===== src/rtl/jtframe_db15_tx.sv =====
// Device-side DB15 joystick serializer: answers host JOY_LOAD/JOY_CLK strobes
// like a 74HC165 chain, shifting {~joystick1, ~joystick2} out MSB first.
module jtframe_db15_tx #(
  parameter int SYNC_STAGES = 2,
  parameter int FRAME_BITS  = 32
) (
  input  logic        clk_sys,
  input  logic        rst_n,
  input  logic [15:0] joystick1,
  input  logic [15:0] joystick2,
  input  logic        JOY_CLK,
  input  logic        JOY_LOAD,
  output logic        JOY_DATA,
  output logic        frame_done,
  output logic        overrun,
  output logic [5:0]  bit_cnt,
  output logic [1:0]  state_dbg
);

  typedef enum logic [1:0] {
    ST_IDLE     = 2'd0,
    ST_LOADING  = 2'd1,
    ST_SHIFTING = 2'd2,
    ST_DONE     = 2'd3
  } state_t;

  localparam logic [5:0] LAST_CNT = 6'(FRAME_BITS - 1);
  localparam logic [5:0] FULL_CNT = 6'(FRAME_BITS);

  state_t                  state_q, state_d;
  logic [SYNC_STAGES-1:0]  clk_sync_q, clk_sync_d;
  logic [SYNC_STAGES-1:0]  load_sync_q, load_sync_d;
  logic                    clk_prev_q, clk_prev_d;
  logic                    clk_rise_q, clk_rise_d;
  logic [FRAME_BITS-1:0]   sreg_q, sreg_d;
  logic [5:0]              cnt_q, cnt_d;
  logic                    done_q, done_d;
  logic                    ovr_q, ovr_d;
  logic                    load_active;
  logic [FRAME_BITS-1:0]   frame_word;
  logic [FRAME_BITS-1:0]   shifted;

  assign load_active = ~load_sync_q[SYNC_STAGES-1];
  assign frame_word  = {~joystick1, ~joystick2};
  assign shifted     = {sreg_q[FRAME_BITS-2:0], 1'b1};

  // The rise pulse is registered once more, so a host clock edge reaches
  // JOY_DATA one cycle later than a load does.
  always_comb begin
    clk_sync_d  = {clk_sync_q[SYNC_STAGES-2:0], JOY_CLK};
    load_sync_d = {load_sync_q[SYNC_STAGES-2:0], JOY_LOAD};
    clk_prev_d  = clk_sync_q[SYNC_STAGES-1];
    clk_rise_d  = clk_sync_q[SYNC_STAGES-1] & ~clk_prev_q;
  end

  always_comb begin
    state_d = state_q;
    sreg_d  = sreg_q;
    cnt_d   = cnt_q;
    done_d  = 1'b0;
    ovr_d   = ovr_q;
    if (load_active) begin
      // Transparent load: any pending shift this cycle is discarded.
      state_d = ST_LOADING;
      sreg_d  = frame_word;
      cnt_d   = '0;
    end else begin
      case (state_q)
        ST_IDLE: begin
          if (clk_rise_q) sreg_d = shifted;
        end
        ST_LOADING: begin
          state_d = ST_SHIFTING;
        end
        ST_SHIFTING: begin
          if (clk_rise_q) begin
            sreg_d = shifted;
            cnt_d  = cnt_q + 6'd1;
            if (cnt_q == LAST_CNT) begin
              done_d  = 1'b1;
              state_d = ST_DONE;
            end
          end
        end
        ST_DONE: begin
          if (clk_rise_q) begin
            sreg_d = shifted;
            ovr_d  = 1'b1;
            cnt_d  = FULL_CNT;
          end
        end
        default: state_d = ST_IDLE;
      endcase
    end
  end

  always_ff @(posedge clk_sys) begin
    if (!rst_n) begin
      state_q     <= ST_IDLE;
      clk_sync_q  <= '1;
      load_sync_q <= '1;
      clk_prev_q  <= 1'b1;
      clk_rise_q  <= 1'b0;
      sreg_q      <= '1;
      cnt_q       <= '0;
      done_q      <= 1'b0;
      ovr_q       <= 1'b0;
    end else begin
      state_q     <= state_d;
      clk_sync_q  <= clk_sync_d;
      load_sync_q <= load_sync_d;
      clk_prev_q  <= clk_prev_d;
      clk_rise_q  <= clk_rise_d;
      sreg_q      <= sreg_d;
      cnt_q       <= cnt_d;
      done_q      <= done_d;
      ovr_q       <= ovr_d;
    end
  end

  assign JOY_DATA   = sreg_q[FRAME_BITS-1];
  assign frame_done = done_q;
  assign overrun    = ovr_q;
  assign bit_cnt    = cnt_q;
  assign state_dbg  = state_q;

endmodule


===== config.mk =====
export PLATFORM = sky130hd
export DESIGN_NAME = jtframe_db15_tx
export DESIGN_NICKNAME = d
export VERILOG_FILES = /design/src/rtl/jtframe_db15_tx.sv
export SDC_FILE = /design/constraint.sdc
export NUM_CORES = 1
export LEC_CHECK = 0
export ABC_AREA = 1
export CORE_ASPECT_RATIO = 1.75
export CORE_MARGIN = 2
export CORE_UTILIZATION = 46
export DETAILED_ROUTE_END_ITERATION = 8
export PLACE_DENSITY = 0.74
export RECOVER_POWER = 100
export SLEW_MARGIN = 20
export SYNTH_ARGS = -nofsm -noshare
export SYNTH_HDL_FRONTEND = slang
export SYNTH_SLANG_ARGS = --single-unit
export TNS_END_PERCENT = 1

===== constraint.sdc =====
create_clock -name clk_sys -period 2.2 [get_ports clk_sys]
set_input_delay 0.66 -clock clk_sys [delete_from_list [all_inputs] [get_ports clk_sys]]
set_output_delay 0.66 -clock clk_sys [all_outputs]
set_load 0.02 [all_outputs]

==> results of run 1 <==
-- cell usage in the layout (no fill, tap or decap), drive strengths merged --
| cell | netlist | routed |
|---|---|---|
| o22ai | 1 | 1 |
| and2 | 1 | 1 |
| dlygate4sd3 | 0 | 12 |
| nor3 | 4 | 4 |
| nor2 | 9 | 9 |
| ha | 1 | 1 |
| inv | 11 | 10 |
| a21oi | 3 | 3 |
| a31oi | 1 | 1 |
| o21ai | 34 | 34 |
| nor3b | 1 | 1 |
| xnor2 | 1 | 1 |
| clkbuf | 5 | 5 |
| nand4 | 1 | 1 |
| clkdlybuf4s50 | 0 | 34 |
| buf | 12 | 3 |
| bufinv | 0 | 2 |
| nand3 | 35 | 35 |
| dfxtp | 48 | 48 |
| or2 | 4 | 4 |
| nand2 | 107 | 107 |
| clkinvlp | 0 | 1 |
| a211oi | 1 | 1 |
-- final cells by class --
type,instances,area (um2)
fillers,457,1792
flip-flops and latches,48,962.2
multi-input cells,204,917.1
repair buffers,49,495.5
clock buffers,5,68.82
well taps,51,63.81
clock inverters,2,60.06
inverters,11,45.04
-- sequential cells by signal (all words and copies together) (netlist names) --
name	count
bit_cnt	6
clk_prev_q	1
clk_rise_q	1
clk_sync_q	2
frame_done	1
load_sync_q	2
overrun	1
sreg_q	32
state_dbg	2
-- through the flow --
step / power (mW) / instances / hold WS [ns] / utilization (%) / worst slack (ns)
3_5_place_dp: 1.174 / 363 / 0.3845 / 57.22 / 0.2908
4_1_cts: 1.905 / 370 / 0.3968 / 60.14 / 0.1583
5_1_grt: 1.956 / 370 / 0.4278 / 59.32 / 0.05861
2_1_floorplan: 1.096 / 280 / 0.3743 / - / 0.8534
6_report: 1.876 / 370 / 0.3934 / 59.32 / 0.1117
3_3_place_gp: 1.170 / 363 / 0.3802 / 57.22 / 0.3185
-- kinds of logic after synthesis --
| family | share of synthesized area (%) |
|---|---|
| compound gates | 10.28 |
| flops | 45.36 |
| simple gates | 33.67 |
| fa+ha+maj | 0.5906 |
| xor+xnor | 0.4135 |
| buf+inv | 9.687 |
-- worst reg2reg max path, delay by kind of cell (launching register included) --
family / cells / cell delay, ns
simple gates: 3 / 0.62
compound gates: 1 / 0.17
flops: 1 / 0.38
buf+inv: 1 / 0.57
-- how the worst max path moves through the flow --
stage	start	end	slack, ns	cells past startpoint
floorplan	rst_n	sreg_q[10]	0.85	3
global placement	rst_n	bit_cnt[0]	0.32	4
detailed placement	rst_n	bit_cnt[0]	0.29	4
CTS	bit_cnt[0]	bit_cnt[0]	0.16	1
global route	state_dbg[0]	state_dbg[0]	0.06	1
finish	bit_cnt[3]	bit_cnt[3]	0.11	1
-- power by group through the flow --
| stage | clock [mW] | combinational [mW] | sequential [mW] |
|---|---|---|---|
| detailed placement | 0 | 0.222 | 0.952 |
| finish | 0.728 | 0.216 | 0.932 |
| CTS | 0.748 | 0.224 | 0.932 |
| global placement | 0 | 0.219 | 0.951 |
| floorplan | 0 | 0.146 | 0.950 |
| global route | 0.769 | 0.250 | 0.937 |
-- per-layer routing --
layer | up-vias | track usage (%) | wire length (um)
met4 | 0 | 9.553 | 119
met2 | 45 | 34.23 | 2324
li1 | 977 | - | -
met1 | 845 | 18.49 | 1686
met5 | - | 0 | 0
met3 | 10 | 2.893 | 137
==> metrics.yaml, run 1 <==
synth:
  synthArstFlopShare_pct: 0
  synth.yosys.seq_area_share_pct: 45.36
  ys_seq_elements: 48
  ys_top_cells_by_area: "dfxtp_1 (45%), nand2_1 (19%), nand3_1 (8.0%)"
  yosysUniqueCellTypes: 29
  ys_warn_count: 0
  synthFlopType: "dfxtp_1"
  synth_cells: 280
  avgSynthCellArea_um2: 7.565
  yosysMostFrequentCell: "nand2_1"
  synth_top_area_share_pct: 45.36
  synth_edf_count: 0
  synth_top_area_cell: "dfxtp_1"
  synth_nets: 317
  syn_area_um2: 2118
  synth_common_cells: "nand2_1 (105), dfxtp_1 (48), nand3_1 (34)"
global_routing:
  grt_max_degree: 40
  grt_use_total_pct: 18.05
  grt_pass1_vias: 1831
  grt_pass1_wl_um: 7507
  overflow: 0
  antenna_found_initial: 0
detailed_routing:
  wl_um: 4266
  wl_per_cell_um: 11.53
  dr.pass1.iters: 4
  drtIter0Drc: 54
  antenna_left: 0
  drc: 0
  num_vias: 1877
  vias_per_cell: 5.073
sta:
  post-route-period-util_pct: 94.92
  timing_worst_slew_pin_value_ns: 0.5267
  fin_worst_skew_ns: 0.008044
  fin_crit_ns: 2.088
  fmax_mhz: 478.9
  rsz0062_at_grt: "false"
  finalMaxSlewViolations: 0
  fin_tns_setup_ns: 0
  hold_viol_final: 0
  max-slew-margin-rel_pct: 64.81
  setup_violations: 0
pwr:
  power_frac_comb_pct: 11.5
  power_frac_clock_pct: 38.8
  switching_share_pct: 21.76
  powerDensity_nw_per_um2: 718.2
  p_leak_nw: 1.272
  internal_power_mw: 1.468
  switchingPower_uw: 408.3
  peakVddDrop_mv: 0.5359
  sequentialPowerShare_pct: 49.7
clocking:
  cts.sinks: 48
  clk_latency_ns: 0.30
  cts_buffers: 5
  cts_tree: "done"
  cts_buffer_depth: 2
  ctsHoldBuffers: 0
  cts_resized: 0
  clk_pin_slew_ns: 0.09
  cts_setup_buffers: 0
  htree_levels: 2
  cts_root_buf: "clkbuf_8"
die:
  num_io_pins: 47
  die_y_um: 93.77
  rows: 32
  die_x_um: 55.30
  die_area_um2: 5185
  core_um2: 4404
  start_util_pct: 48.10
finish:
  fin_nets: 356
  area.growth.synth_to_final_pct: 23.33
  layout-drive-gt1-share_pct: 6.583
  fin_area_um2: 2613
  diodes: 0
hold_path:
  hold_depth: 1
  hold_end: "clk_rise_q"
  hp-start: "clk_prev_q"
  worst_hold_path_type: "flip-flop to flip-flop"
critical_path:
  slowest_stage: "dlygate4sd3_1"
  cp-end-kind: "primary output"
  critical_path_arrival_ns: 1.43
  cp_max_fo: 6
  cp_slowest_stage_delay_ns: 0.70
  r2r_start: "state_dbg[1]"
  worstSetupStartpointType: "flip-flop"
  crit_type: "flip-flop to primary output"
  reg2reg_setup_slack_ns: 0.35
  ff2ff_path_depth: 5
  r2r-end: "sreg_q[18]"
  critical_path.top_delay_family: "buffers and inverters"
  crit_chain: "dlygate4sd3_1"
  worstPathRequired_ns: 1.54
  cp.buffers_inverters: 1
job:
  max_cap_violations: 0
placed_design:
  io_buffers: 46
  placed_cell_area_um2: 2520
  dp_hpwl_um: 2896
  place.gp.congestion: 0.8353
outcome:
  status: "finished clean"
Note: power is estimated with default switching activity, not from simulation.
==> run 2: changes to the inputs <==
Settings changed: GPL_ROUTABILITY_DRIVEN set to 0.
==> results of run 2 <==
Same layout as run 1: the final DEF is identical, and so are final timing and power.
